==> src/rtl/tensor_core_pkg.sv <==
// Shared types and constants for the tensor core result path.
// Holds element geometry, the packed matrix type and the collector states.
package tensor_core_pkg;

    localparam int BUS_WIDTH    = 8;
    localparam int MATRIX_DIM   = 3;
    localparam int ELEMENTS     = MATRIX_DIM * MATRIX_DIM;
    localparam int LAST_ELEMENT = ELEMENTS - 1;
    localparam int INDEX_WIDTH  = 4;

    typedef logic [ELEMENTS*BUS_WIDTH-1:0] matrix_t;

    typedef enum logic {
        COLLECT = 1'b0,
        COMMIT  = 1'b1
    } collect_state_t;

    function automatic logic [INDEX_WIDTH-1:0] next_index(
        input logic [INDEX_WIDTH-1:0] idx
    );
        if (idx == INDEX_WIDTH'(LAST_ELEMENT)) begin
            return '0;
        end
        return idx + INDEX_WIDTH'(1);
    endfunction

endpackage

==> src/rtl/tensor_core_result_fifo.sv <==
// Matrix FIFO with push side and valid/ready pop side.
// A push is taken when not full, or when a pop frees the head slot that same edge.
module tensor_core_result_fifo
    import tensor_core_pkg::*;
#(
    parameter int DEPTH = 4,
    parameter int WIDTH = $bits(matrix_t),
    localparam int PW = $clog2(DEPTH),
    localparam int CW = PW + 1
) (
    input  logic             clk,
    input  logic             rst_n,
    input  logic             clear,
    input  logic             push,
    input  logic [WIDTH-1:0] push_data,
    output logic             out_valid,
    input  logic             out_ready,
    output logic [WIDTH-1:0] out_data,
    output logic             full,
    output logic [CW-1:0]    count
);

    logic [WIDTH-1:0] mem [DEPTH];
    logic [PW-1:0]    wr_ptr;
    logic [PW-1:0]    rd_ptr;
    logic [CW-1:0]    cnt;
    logic             pop;
    logic             do_push;

    assign out_valid = (cnt != '0);
    assign full      = (cnt == CW'(DEPTH));
    assign pop       = out_valid && out_ready;
    assign do_push   = push && (!full || pop);
    assign out_data  = mem[rd_ptr];
    assign count     = cnt;

    always_ff @(posedge clk or negedge rst_n) begin
        if (!rst_n) begin
            for (int i = 0; i < DEPTH; i++) begin
                mem[i] <= '0;
            end
            wr_ptr <= '0;
            rd_ptr <= '0;
            cnt    <= '0;
        end else if (clear) begin
            wr_ptr <= '0;
            rd_ptr <= '0;
            cnt    <= '0;
        end else begin
            if (do_push) begin
                mem[wr_ptr] <= push_data;
                wr_ptr      <= wr_ptr + PW'(1);
            end
            if (pop) begin
                rd_ptr <= rd_ptr + PW'(1);
            end
            unique case ({do_push, pop})
                2'b10:   cnt <= cnt + CW'(1);
                2'b01:   cnt <= cnt - CW'(1);
                default: cnt <= cnt;
            endcase
        end
    end

endmodule

==> src/rtl/tensor_core_result_collector.sv <==
// Assembles streamed 3x3 result elements into row-major matrices
// and queues them for the host through a small matrix FIFO.
module tensor_core_result_collector
    import tensor_core_pkg::*;
#(
    parameter int FIFO_DEPTH = 4,
    parameter int BUS_WIDTH  = tensor_core_pkg::BUS_WIDTH,
    localparam int MW = ELEMENTS * BUS_WIDTH,
    localparam int CW = $clog2(FIFO_DEPTH) + 1
) (
    input  logic                 clock_in,
    input  logic                 reset_in,
    input  logic                 capture_valid_in,
    input  logic [BUS_WIDTH-1:0] capture_data_in,
    input  logic                 clear_in,
    input  logic                 result_ready_in,
    output logic                 result_valid_out,
    output logic [MW-1:0]        result_data_out,
    output logic [CW-1:0]        result_count_out,
    output logic [3:0]           element_index_out,
    output logic                 overflow_out
);

    collect_state_t   state_q;
    collect_state_t   state_d;
    logic [3:0]       idx_q;
    logic [MW-1:0]    asm_q;
    logic [MW-1:0]    commit_q;
    logic             overflow_q;
    logic             last;
    logic             push;
    logic             full;
    logic             pop;

    assign last = (idx_q == 4'(LAST_ELEMENT));
    assign pop  = result_valid_out && result_ready_in;

    always_comb begin
        state_d = state_q;
        push    = 1'b0;
        unique case (state_q)
            COLLECT: begin
                if (capture_valid_in && last) begin
                    state_d = COMMIT;
                end
            end
            COMMIT: begin
                push    = 1'b1;
                state_d = COLLECT;
            end
            default: state_d = COLLECT;
        endcase
        if (clear_in) begin
            state_d = COLLECT;
            push    = 1'b0;
        end
    end

    always_ff @(posedge clock_in or negedge reset_in) begin
        if (!reset_in) begin
            state_q <= COLLECT;
        end else begin
            state_q <= state_d;
        end
    end

    // The finished matrix is snapshotted so the next matrix can start
    // filling asm_q during the COMMIT cycle.
    always_ff @(posedge clock_in or negedge reset_in) begin
        if (!reset_in) begin
            idx_q    <= '0;
            asm_q    <= '0;
            commit_q <= '0;
        end else if (clear_in) begin
            idx_q <= '0;
        end else if (capture_valid_in) begin
            idx_q <= next_index(idx_q);
            asm_q[BUS_WIDTH*idx_q +: BUS_WIDTH] <= capture_data_in;
            if (last) begin
                commit_q <= {capture_data_in,
                             asm_q[LAST_ELEMENT*BUS_WIDTH-1:0]};
            end
        end
    end

    always_ff @(posedge clock_in or negedge reset_in) begin
        if (!reset_in) begin
            overflow_q <= 1'b0;
        end else if (clear_in) begin
            overflow_q <= 1'b0;
        end else if (push && full && !pop) begin
            overflow_q <= 1'b1;
        end
    end

    tensor_core_result_fifo #(
        .DEPTH (FIFO_DEPTH),
        .WIDTH (MW)
    ) u_fifo (
        .clk       (clock_in),
        .rst_n     (reset_in),
        .clear     (clear_in),
        .push      (push),
        .push_data (commit_q),
        .out_valid (result_valid_out),
        .out_ready (result_ready_in),
        .out_data  (result_data_out),
        .full      (full),
        .count     (result_count_out)
    );

    assign element_index_out = idx_q;
    assign overflow_out      = overflow_q;

endmodule

==> config.mk <==
export PLATFORM = sky130hd
export DESIGN_NAME = tensor_core_result_collector
export DESIGN_NICKNAME = d
export VERILOG_FILES = /design/src/rtl/tensor_core_pkg.sv /design/src/rtl/tensor_core_result_fifo.sv /design/src/rtl/tensor_core_result_collector.sv
export SDC_FILE = /design/constraint.sdc
export NUM_CORES = 1
export LEC_CHECK = 0
export BUFFER_PORTS_ARGS = -buffer_cell sky130_fd_sc_hd__buf_2
export CORE_ASPECT_RATIO = 0.9
export CORE_MARGIN = 4
export CORE_UTILIZATION = 55
export DETAILED_ROUTE_END_ITERATION = 8
export HOLD_SLACK_MARGIN = 0.03
export PLACE_DENSITY = 0.73
export SLEW_MARGIN = 20
export SYNTH_ARGS = -nofsm -noshare
export SYNTH_HDL_FRONTEND = slang
export SYNTH_SLANG_ARGS = --single-unit
==> constraint.sdc <==
create_clock -name clock_in -period 2.9 [get_ports clock_in]
set_input_delay 0.58 -clock clock_in [delete_from_list [all_inputs] [get_ports clock_in]]
set_output_delay 0.58 -clock clock_in [all_outputs]
set_load 0.02 [all_outputs]
# Yosys cells after proc, flatten, opt, wreduce, memory -nomap -nowiden
# Index checks and enable logic that the tools add are counted.
# W data, S select, Z words.
# word_totals
reg_bits	445
out_inout_bits	81
wordCells	76
# op_classes
addsub	6
magnitude_cmp	3
n_eq_ne	4
shift	2
muxes	27
n_bitwise	4
reduce_logical	18
# ops
op	n
$bwmux W288	1
$mux W72	3
$bmux W72 S2	1
$demux W72 S2	1
$bwmux W72	1
$shift A8 B34 Y72 const A	1
$shiftx A8 B34 Y72	1
$neg A7 Y34	1
$mux W4	4
$mux W1	9
$mux W2	4
$reduce_bool A2 Y1	4
$ge A3 B3 Y1 const B	2
$logic_and A1 B1 Y1	6
$not A2 Y3	2
$pmux W3 S2	1
$reduce_bool A3 Y1	2
$add A2 B1 Y2 const B	2
$add A4 B1 Y4 const B	1
$eq A4 B4 Y1 const B	1
$reduce_and A2 Y1	2
$add A3 B1 Y3 const B	1
$eq A3 B3 Y1 const B	1
$lt A3 B1 Y1 const B	1
other kinds (9)	11

# Depth between registers and ports, before layout
# Gate-level depths: netlist (run 1).
# logic_depth
depth_word	7
depth_mapped	9
ltp_nobuf	7

# By module
# From an unflattened synthesis (run 1), not the netlist that was laid out.
# hier_totals
cells_unflattened	1208
hier_area_um2	20253.2
# modules_own_cells
mod	instances	cells_per_inst	area_per_inst_um2	seq_area_each_um2
tensor_core_result_fifo	1	756	14397.6	7382.1
tensor_core_result_collector	1	452	5855.6	3553.4

# Worst setup path before layout (run 1)
# OpenSTA, ideal clock, no wires.
# synth_path
path_kind	register to register
start	reg idx_q[0] (netlist: element_index_out[0])
end	reg asm_q[46]
arrival_ns	2.275
t_required_ns	2.766
setup_slack_ns	0.491
path_stages_with_launch	9
path_buffers	2
path_cell_list	dfrtp_1 -> inv_1 -> ha_1 -> buf_2 -> inv_1 -> or4_1 -> clkbuf_1 -> o21ai_0 -> o31ai_1
# synth_via
elab_chain_cells	3
word_cells_on_any_way	4
classes_between	add/sub (1); shift (2); mux (1)
# synth_rtl
item	line_no	rtl
from (decl)	tensor_core_result_collector.sv:26	logic [3:0] idx_q;
from (signal assigned)	tensor_core_result_collector.sv:77	idx_q <= next_index(idx_q);
$neg A7 Y34 *	tensor_core_result_collector.sv:78	asm_q[BUS_WIDTH*idx_q +: BUS_WIDTH] <= capture_data_in;
$shiftx A8 B34 Y72 / $shift A8 B34 Y72 (equally long branches)	tensor_core_result_collector.sv:78	
$bwmux W72 *	tensor_core_result_collector.sv:78	
to (signal, indexed assignment)	tensor_core_result_collector.sv:78	
to (decl)	tensor_core_result_collector.sv:27	logic [MW-1:0] asm_q;
# Every way passes the cells marked *; elsewhere a longest branch is shown, timed or not.
# A chain may end at the register's enable or synchronous reset.

# Worst setup path after layout (run 1)
# layout_path
start	reg u_fifo.rd_ptr[0]
end	out result_data_out[31]
# layout_via
elab_chain_cells	4
# layout_rtl
item	line_no	rtl
from (decl)	tensor_core_result_fifo.sv:25	logic [PW-1:0] rd_ptr;
from (signal assigned)	tensor_core_result_fifo.sv:55	rd_ptr <= rd_ptr + PW'(1);
$not A2 Y3 (not written as such)	tensor_core_result_fifo.sv:34	assign out_data = mem[rd_ptr];
$bmux W72 S2	tensor_core_result_fifo.sv:34	
$mux W72 (not written as such) (2 in a row)	tensor_core_result_fifo.sv:34	
to (decl)	tensor_core_result_collector.sv:18	output logic [MW-1:0] result_data_out,
# Every way passes these cells. The select of a mux whose other input is x is not followed.

==> results of run 1 <==
-- registers in the layout, summed over array words and instances, names as in the netlist --
| register | flops |
|---|---|
| u_fifo.mem | 288 |
| state_q | 1 |
| overflow_out | 1 |
| element_index_out | 4 |
| asm_q | 64 |
| u_fifo.wr_ptr | 2 |
| commit_q | 72 |
| u_fifo.count | 3 |
| u_fifo.rd_ptr | 2 |
-- synthesized netlist by cell type, types with 2 or more instances --
library cell	instances	area, um^2
inv_1	39	146.4
mux2_2	344	3874
clkbuf_1	16	60.06
buf_6	28	315.3
nand4_1	8	50.05
and2_1	3	18.77
mux2_4	10	150.1
mux2i_1	34	340.3
mux4_2	72	1622
nand2_4	4	45.04
nand3b_1	2	15.01
o21ai_0	19	95.09
xor2_1	4	35.03
buf_2	25	125.1
nor3_1	4	20.02
and4_1	2	17.52
a21bo_2	8	80.08
nand2_1	51	191.4
or3_1	2	12.51
nand2b_1	2	12.51
nor2b_1	4	25.02
o31ai_1	18	135.1
ha_1	7	87.58
nor2_1	15	56.30
nand3_1	6	30.03
buf_1	2	7.510
xnor2_1	2	17.52
a21oi_1	8	40.04
dfrtp_1	437	10940
mux2_1	16	180.2
-- layout make-up --
cell class / count / area, um^2 / area share
multi-input combinational: 664 / 7361 / 0.3429
sequential: 437 / 10940 / 0.5096
timing repair buffer: 125 / 950.9 / 0.04430
inverter: 39 / 146.4 / 0.006819
clock inverter: 17 / 172.7 / 0.008043
tap: 462 / 578.1 / 0.02693
clock buffer: 64 / 1318 / 0.06137
-- power groups by stage --
stage	logic [W]	registers, W	clock network, W
2_1_floorplan	0.000241	0.00631	0
3_3_place_gp	0.000469	0.00632	0
3_5_place_dp	0.000477	0.00633	0
4_1_cts	0.000481	0.00622	0.00591
5_1_grt	0.000524	0.00622	0.00615
6_report	0.000468	0.00622	0.00577
-- critical path: cells and delay by family, from the launching register on --
family	cells	cell delay, ns
mux	1	0.59
flops	1	0.58
buf+inv	2	0.47
-- stage by stage --
stage,cells,util
after floorplan,1211,-
after global placement,1726,0.5865
after detailed placement,1726,0.5865
after CTS,1808,0.6306
after global routing,1808,0.6308
final,1808,0.6308
-- metal layers --
metal  vias to the layer above  routed length (um)
met3                        59                1269
met1                      5520               17290
met2                       156               18450
met4                         0                 796
met5                         -                   0
li1                       4598                   -
-- timing repair --
action | in CTS | in global routing
resized for setup | 0 | 1
hold buffers | 1 | 0
setup endpoints to repair | 0 | 2
endpoints found under the hold margin | 41 | 0
-- cell usage in the layout, fill, tap and decap left out, types with 10 or more instances in the layout --
master and n:
mux2_1 16, buf_4 13, clkinv_2 10, o21ai_0 19, mux2i_1 34, clkbuf_8 12, clkbuf_16 45, nand2_1 51
dfrtp_1 435, o31ai_1 18, mux4_2 72, buf_2 92, buf_12 17, mux2_4 10, mux2_2 344, inv_1 39
nor2_1 15
-- logic make-up (layout without fill, tap and decap cells) --
family	after synthesis	after routing	share of synthesized area
adders and majority gates	8	8	0.005678
AOI/OAI and AO/OA	60	60	0.02133
and+or+nand+nor	114	114	0.03321
buffers and inverters	110	245	0.03453
muxes	476	476	0.3254
DFF	437	437	0.5771
xor gates and xnor gates	6	6	0.002773
-- path summary, 6_finish.rpt --
path	startpoint	endpoint	slack, ns
max	u_fifo.rd_ptr[0]	result_data_out[31]	0.10
min	capture_valid_in	element_index_out[1]	0.37
max reg2reg	element_index_out[0]	asm_q[51]	0.43
min reg2reg	u_fifo.mem[250]	u_fifo.mem[250]	0.49
max in group asynchronous	reset_in	u_fifo.mem[70]	1.44
min in group asynchronous	reset_in	u_fifo.mem[157]	0.61
==> summary.txt, run 1 <==
Finish
  • Filler Cells Inserted: 2497
  • Layout area overhead: 13.28%
  • Antenna diode count: 0
  • Nets: 1333
  • Share of cells above drive strength 1: 0.4785
  • Post-route cell area: 21470 um^2

Floorplan
  • Die Wd: 203.7 um
  • Initial Util: 0.5568
  • Total die area: 37490 um^2
  • Site row count: 64
  • Ports: 94
  • Chip Height: 184.1 um
  • Core Area: 34030 um^2

Clock tree
  • Clk_lat worst skew: 0.55 ns
  • CTS buffer count: 45
  • Post-CTS Setup Bufs: 0
  • Clock Path Buffers: 3
  • CTS tree: done
  • CTS sink count: 437
  • H-tree Lvls: 2
  • Reg clk slew, reported paths: 0.06 ns
  • Clk root buf: clkbuf_16

Global routing
  • GRT met1 Usage: 0.2922
  • Antenna violations before repair: 0
  • Grt peak-use layer: met2
  • Largest net degree at the start of global routing: 87
  • Met2 usage: 0.3395
  • GRT overflow: 0
  • First-pass GRT wire length: 61.64 mm
  • Vias in the first global route: 11040
  • Overall Global Routing Usage: 0.2067
  • Global-route met3 utilization: 0.03519

Logic synthesis
  • Synth Flop Type: dfrtp_1
  • Syn_nets: 1232
  • EDFF count, synth: 0
  • Sequential area share after synthesis: 0.5771
  • Cell variety after synth: 49
  • Yosys reg bits: 437
  • Mapped Avg Cell Area: 15.65 um^2
  • Mapped Area: 18950 um^2
  • Yosys warns: 0
  • Cell count after synthesis: 1211
  • Async set-reset flop share out of synthesis: 1.000

Critical path
  • Critical Path RT: 2.32 ns
  • Worst EP arrival: 2.22 ns
  • Critical Path, Cell by Cell: buf_16 -> mux4_2 -> buf_2
  • Setup CP Type: register to output port
  • CP max FO: 29
  • Critical-path top delay cell: mux4_2
  • Startpoint type of the worst setup path: register
  • R2R depth: 6
  • Nature of the critical path endpoint: output port
  • Critical Path Max Stage Delay: 0.59 ns

Power and ir drop
  • Psw: 0.002697 W
  • Sw Share: 0.2165
  • Final total power: 0.01246 W
  • Clock power frac: 0.463
  • Pwr/cell area: 580.3 nW/um^2
  • Int Pwr: 0.009759 W
  • Sequential power share: 0.499
  • Leakage dissipation: 10.94 nW
  • Maximum vdd ir drop: 579.4 uV
  • Logic pwr share: 0.038

Timing
  • Tmin final: 2.795 ns
  • Measured slew at the worst slew-check pin: 0.9623 ns
  • Slew headroom: 0.3556
  • Max Clock Freq: 357.7 MHz
  • Clock skew: 0.01791 ns
  • Final period utilization: 0.9639
  • RSZ-0062 raised after global routing: no
  • Final setup viols: 0
  • WHS: 0.3706 ns
  • Max Transition Viols Final: 0
  • Final Hold Fails: 0
  • Final worst slack: 0.1047 ns
  • Final TNS setup: 0 ns

Placed design
  • Post-place setup slack: 0.5006 ns
  • DP Area: 19960 um^2
  • Port bufs: 93
  • RePlAce Congestion: 0.8044
  • DP Wirelength: 23.80 mm

Detailed routing
  • Number of vias per cell: 5.715
  • Routed wire length: 37.80 mm
  • Vias: 10330
  • Post-route DRC: 0
  • Pre-Repair DR Iteration Count: 4
  • Routed len/inst: 20.91 um
  • 1st-iter DRT viols: 380
  • Antenna-violating nets left: 0

Run status
  • Outcome: completed

Hold path
  • Hold Crit Class: input port to register
  • Worst hold stages: 3

Flow run
  • Maxcap violations: 0
No activity file was read; power rests on OpenSTA's default activity.
==> run 2, diff against run 1 <==
GPL_TIMING_DRIVEN = 0   (was default)
==> summary.txt, run 2 (same netlist as run 1, synthesis figures left out) <==
Global routing
  • GRT overflow: 0 (unchanged)
  • Overall Global Routing Usage: 0.2108 (was 0.2067)
  • Largest net degree at the start of global routing: 91 (was 87)
  • Antenna violations before repair: 0 (unchanged)
  • First-pass GRT wire length: 62.33 mm (was 61.64 mm)
  • Vias in the first global route: 10990 (was 11040)

Detailed routing
  • 1st-iter DRT viols: 588 (was 380)
  • Routed wire length: 38.41 mm (was 37.80 mm)
  • Number of vias per cell: 5.617 (was 5.715)
  • Vias: 10380 (was 10330)
  • Routed len/inst: 20.79 um (was 20.91 um)
  • Antenna-violating nets left: 0 (unchanged)
  • Pre-Repair DR Iteration Count: 4 (unchanged)
  • Post-route DRC: 0 (unchanged)

Timing
  • Max Clock Freq: 353.5 MHz (was 357.7 MHz)
  • RSZ-0062 raised after global routing: yes (was no)
  • Clock skew: 0.02010 ns (was 0.01791 ns)
  • Slew headroom: 0.3258 (was 0.3556)
  • Tmin final: 2.829 ns (was 2.795 ns)
  • Measured slew at the worst slew-check pin: 1.004 ns (was 0.9623 ns)
  • Max Transition Viols Final: 0 (unchanged)
  • Final Hold Fails: 0 (unchanged)
  • Final period utilization: 0.9754 (was 0.9639)
  • Final setup viols: 0 (unchanged)
  • Final TNS setup: 0 ns (unchanged)

Clock tree
  • CTS buffer count: 44 (was 45)
  • Reg clk slew, reported paths: 0.06 ns (about the same)
  • Post-CTS Setup Bufs: 0 (unchanged)
  • H-tree Lvls: 2 (unchanged)
  • CTS sink count: 437 (unchanged)
  • Clk root buf: clkbuf_16 (unchanged)
  • Clock Path Buffers: 3 (unchanged)
  • CTS tree: done (unchanged)
  • Clk_lat worst skew: 0.54 ns (was 0.55 ns)

Critical path
  • CP max FO: 10 (was 29)
  • Worst setup path startpoint: u_fifo.rd_ptr[0] (unchanged)
  • Critical-path top delay cell: mux4_2 (unchanged)
  • Worst EP arrival: 2.25 ns (was 2.22 ns)
  • Reg2reg end: asm_q[46] (was asm_q[51])
  • Critical Path Max Stage Delay: 0.58 ns (was 0.59 ns)
  • Startpoint type of the worst setup path: register (unchanged)
  • R2R depth: 8 (was 6)
  • Critical path's top delay family: buffers and inverters (was multiplexers)
  • Critical Path, Cell by Cell: clkbuf_4 -> buf_4 -> mux4_2 -> buf_2 (was buf_16 -> mux4_2 -> buf_2)
  • Nature of the critical path endpoint: output port (unchanged)
  • Launching point of the worst reg2reg path: element_index_out[0] (unchanged)
  • Critical Path RT: 2.32 ns (about the same)
  • Setup CP Type: register to output port (unchanged)
  • R2R setup slack: 0.22 ns (was 0.43 ns)
  • WP buf/inv: 3 (was 2)

Hold path
  • Worst hold stages: 3 (unchanged)
  • Hold Crit Class: input port to register (unchanged)
  • Hold path endpoint: element_index_out[1] (unchanged)
  • Hold wc startpoint: capture_valid_in (unchanged)

Finish
  • Filler Cells Inserted: 2509 (was 2497)
  • Max reg flops: 288 (unchanged)
  • Biggest regs: u_fifo.mem x288, commit_q x72, asm_q x64 (unchanged)
  • Share of cells above drive strength 1: 0.4841 (was 0.4785)
  • Area of the multi-input gates: 7360 um^2 (was 7361 um^2)
  • Most common cell after layout, fill and taps aside: dfrtp_1 (unchanged)
  • Antenna diode count: 0 (unchanged)
  • Most frequent cells in the layout: dfrtp_1, mux2_2, buf_2 (unchanged)
  • FF/Latch Area: 10940 um^2 (about the same)
  • Layout area overhead: 14.13% (was 13.28%)
  • Nets: 1375 (was 1333)
  • Largest Register: u_fifo.mem (unchanged)

Floorplan
  • Die Wd: 203.7 um (unchanged)
  • Site row count: 64 (unchanged)
  • Chip Height: 184.1 um (unchanged)
  • Core Area: 34030 um^2 (unchanged)
  • Initial Util: 0.5568 (unchanged)
  • Total die area: 37490 um^2 (unchanged)
  • Ports: 94 (unchanged)

Power and ir drop
  • Psw: 0.002620 W (was 0.002697 W)
  • Sw Share: 0.2125 (was 0.2165)
  • Pwr/cell area: 570.1 nW/um^2 (was 580.3 nW/um^2)
  • Sequential power share: 0.503 (was 0.499)
  • Leakage dissipation: 11.10 nW (was 10.94 nW)
  • Clock power frac: 0.458 (was 0.463)
  • Int Pwr: 0.009710 W (was 0.009759 W)
  • Maximum vdd ir drop: 633.4 uV (was 579.4 uV)
  • Logic pwr share: 0.039 (was 0.038)
  • Final total power: 0.01233 W (was 0.01246 W)

Flow run
  • Maxcap violations: 0 (unchanged)

Placed design
  • DP Wirelength: 25.33 mm (was 23.80 mm)
  • RePlAce Congestion: 0.8038 (was 0.8044)
  • Port bufs: 92 (was 93)

Run status
  • Outcome: completed (unchanged)
-- run 2: changes by cell type in the layout (fill, tap and decap cells not counted), moves of 4 or more --
cell / change
buf_16: +4
buf_2: +19
buf_12: -17
clkbuf_1: +10
clkinv_2: -4
buf_4: -7
clkbuf_2: +7
buf_6: +28
-- run 2: cell type report --
| cell class | instances | share of cell area |
|---|---|---|
| Clock inverter | 9 | 0.004570 |
| Sequential cell | 437 | 0.5057 |
| Tap cell | 462 | 0.02673 |
| Buffer | 70 | 0.02465 |
| Timing Repair Buffer | 98 | 0.02858 |
| Clock buffer | 69 | 0.06271 |
| Inverter | 39 | 0.006769 |
| Multi-Input combinational cell | 664 | 0.3403 |
-- run 2: worst max path at each step --
stage	end	slack, ns	depth (start not counted)
after global placement	u_fifo.mem[53]	-7.24	1
final	result_data_out[64]	0.07	4
after detailed placement	result_data_out[60]	-0.15	4
after global routing	result_data_out[19]	-0.06	4
after floorplan	asm_q[46]	0.49	8
after CTS	result_data_out[60]	0.02	4
-- run 2: per-layer routing --
metal  GRT usage  vias to the layer above  routed length [um]
met3     0.03941                       58                1782
met2      0.3404                      171               18500
met5           0                        -                   0
li1            -                     4678                   -
met1      0.3036                     5473               17300
met4     0.04964                        0                 834
-- run 2: power by group through the flow --
stage          clock, W  combinational (W)  sequential [W]
6_report        0.00564           0.000484         0.00620
5_1_grt         0.00603           0.000546         0.00621
4_1_cts         0.00577           0.000500         0.00620
3_3_place_gp          0           0.000458         0.00631
2_1_floorplan         0           0.000241         0.00631
3_5_place_dp          0           0.000492         0.00631
-- run 2: per-stage QoR --
stage | hold slack [ns] | instances | setup WS (ns) | cell area [um^2] | util
final | 0.3912 | 1848 | 0.07147 | 21630 | 0.6355
after global routing | 0.3735 | 1848 | -0.05611 | 21630 | 0.6355
after CTS | 0.3585 | 1848 | 0.01638 | 21630 | 0.6355
after detailed placement | 0.4727 | 1770 | -0.1488 | 20140 | 0.5917
after global placement | 0.4660 | 1765 | -7.244 | 19990 | 0.5873
after floorplan | 0.2844 | 1211 | 0.4909 | 18950 | -
-- run 2: what timing repair did --
item                                    CTS  global route
endpoints found under the hold margin    59             0
hold buffers                              1             0
resized for setup                        17             0
endpoints found under the setup margin   72            36
-- run 2: worst min-delay path: stages --
cell and delay, ns:
buf_2 0.14, nand3_1 0.09, a21oi_1 0.06
==> run 3, diff against run 2 <==
PLACE_DENSITY = 0.7   (was 0.73)
SKIP_CTS_REPAIR_TIMING = 1   (was default)
==> summary.txt, run 3 (same netlist as run 1, synthesis figures left out) <==
Run status
  • Outcome: completed (unchanged)

Timing
  • Max Clock Freq: 349.0 MHz (was 353.5 MHz)
  • WHS: 0.07967 ns (was 0.3912 ns)
  • Final setup viols: 0 (unchanged)
  • Measured slew at the worst slew-check pin: 0.9968 ns (was 1.004 ns)
  • Final Hold Fails: 0 (unchanged)
  • Clock skew: 0.01062 ns (was 0.02010 ns)
  • Slew headroom: 0.3304 (was 0.3258)
  • Tmin final: 2.865 ns (was 2.829 ns)
  • Final period utilization: 0.9879 (was 0.9754)
  • Max Transition Viols Final: 0 (unchanged)
  • RSZ-0062 raised after global routing: yes (unchanged)

Global routing
  • Overall Global Routing Usage: 0.2171 (was 0.2108)
  • GRT overflow: 0 (unchanged)
  • Antenna violations before repair: 1 (was 0)
  • Largest net degree at the start of global routing: 99 (was 91)
  • First-pass GRT wire length: 64.39 mm (was 62.33 mm)
  • Vias in the first global route: 11240 (was 10990)

Critical path
  • CP max FO: 10 (unchanged)
  • Critical Path RT: 2.32 ns (about the same)
  • Reg2reg end: commit_q[53] (was asm_q[46])
  • Startpoint type of the worst setup path: register (unchanged)
  • Nature of the critical path endpoint: output port (unchanged)
  • Worst EP arrival: 2.29 ns (was 2.25 ns)
  • R2R setup slack: 0.22 ns (about the same)
  • Launching point of the worst reg2reg path: element_index_out[0] (unchanged)
  • R2R depth: 8 (unchanged)
  • Setup CP Type: register to output port (unchanged)

Detailed routing
  • Vias: 10480 (was 10380)
  • Antenna-violating nets left: 0 (unchanged)
  • Post-route DRC: 0 (unchanged)
  • Pre-Repair DR Iteration Count: 5 (was 4)
  • Routed wire length: 39.14 mm (was 38.41 mm)
  • Routed len/inst: 21.18 um (was 20.79 um)
  • Number of vias per cell: 5.669 (was 5.617)
  • 1st-iter DRT viols: 609 (was 588)

Clock tree
  • Reg clk slew, reported paths: 0.06 ns (about the same)
  • Clk root buf: clkbuf_16 (unchanged)
  • Clock Path Buffers: 3 (unchanged)
  • CTS sink count: 437 (unchanged)
  • CTS buffer count: 45 (was 44)
  • H-tree Lvls: 2 (unchanged)
  • CTS tree: done (unchanged)
  • Clk_lat worst skew: 0.54 ns (about the same)

Finish
  • Antenna diode count: 0 (unchanged)
  • Most common cell after layout, fill and taps aside: dfrtp_1 (unchanged)
  • Max reg flops: 288 (unchanged)
  • Nets: 1374 (was 1375)
  • Layout area overhead: 14.20% (was 14.13%)
  • Largest Register: u_fifo.mem (unchanged)
  • Most frequent cells in the layout: dfrtp_1, mux2_2, buf_2 (unchanged)
  • Layout Utilization: 0.6359 (was 0.6355)
  • Biggest regs: u_fifo.mem x288, commit_q x72, asm_q x64 (unchanged)
  • Share of cells above drive strength 1: 0.4877 (was 0.4841)
  • Fin cells: 1848 (unchanged)

Floorplan
  • Ports: 94 (unchanged)
  • Initial Util: 0.5568 (unchanged)
  • Site row count: 64 (unchanged)
  • Core Area: 34030 um^2 (unchanged)
  • Total die area: 37490 um^2 (unchanged)
  • Die Wd: 203.7 um (unchanged)
  • Chip Height: 184.1 um (unchanged)

Power and ir drop
  • Maximum vdd ir drop: 498.0 uV (was 633.4 uV)
  • Final total power: 0.01250 W (was 0.01233 W)
  • Leakage dissipation: 11.11 nW (was 11.10 nW)
  • Pwr/cell area: 577.4 nW/um^2 (was 570.1 nW/um^2)

Placed design
  • Port bufs: 92 (unchanged)
  • RePlAce Congestion: 0.7955 (was 0.8038)
  • DP Wirelength: 25.26 mm (was 25.33 mm)
  • Cells after DPL: 1769 (was 1770)

Flow run
  • Maxcap violations: 0 (unchanged)

Hold path
  • Hold Crit Class: input port to asynchronous set/reset pin (was input port to register)
## run 3: how the worst max path moves through the flow
| stage | startpoint | to | slack (ns) | depth (start not counted) |
|---|---|---|---|---|
| finish | u_fifo.rd_ptr[0] | result_data_out[34] | 0.03 | 4 |
| detailed placement | u_fifo.rd_ptr[0] | result_data_out[34] | -0.15 | 4 |
| floorplan | element_index_out[0] | asm_q[46] | 0.49 | 8 |
| global route | u_fifo.rd_ptr[0] | result_data_out[60] | -0.05 | 4 |
| CTS | u_fifo.rd_ptr[0] | result_data_out[34] | -0.73 | 4 |
| global placement | reset_in | u_fifo.mem[57] | -7.41 | 1 |
## run 3: power by group
| part | switching [W] | total [W] | internal (W) |
|---|---|---|---|
| registers | 0.0000403 | 0.00620 | 0.00616 |
| clock network | 0.00232 | 0.00581 | 0.00349 |
| logic | 0.000315 | 0.000480 | 0.000165 |
## run 3: area by class of cell
type,count,area [um^2]
Buffer,70,536.8
Clock buffer,66,1355
Clock inverter,14,147.6
Fill cell,2551,12390
Inverter,39,146.4
Multi-Input combinational cell,664,7360
Sequential cell,437,10940
Tap cell,462,578.1
Timing Repair Buffer,96,580.6
## run 3: through the flow
stage / setup WS, ns / TNS, ns / cell area (um^2)
after CTS: -0.7336 / -45.40 / 21610
final: 0.03496 / 0 / 21640
after floorplan: 0.4909 / 0 / 18950
after global placement: -7.414 / -3224.11 / 19990
after global routing: -0.04976 / -0.6972 / 21640
after detailed placement: -0.1511 / -5.913 / 20110
## run 3: worst max-delay path, stage by stage, from the launching register on
cell	delay (ns)
dfrtp_1	0.34
clkbuf_4	0.32
buf_4	0.32
mux4_2	0.57
buf_2	0.18
## run 3: per-layer routing
metal | wire length (um) | vias up | track usage
met5 | 11 | - | 0
met4 | 639 | 2 | 0.04208
met3 | 1712 | 58 | 0.04029
met2 | 18770 | 177 | 0.3496
met1 | 18010 | 5550 | 0.3176
li1 | - | 4689 | -
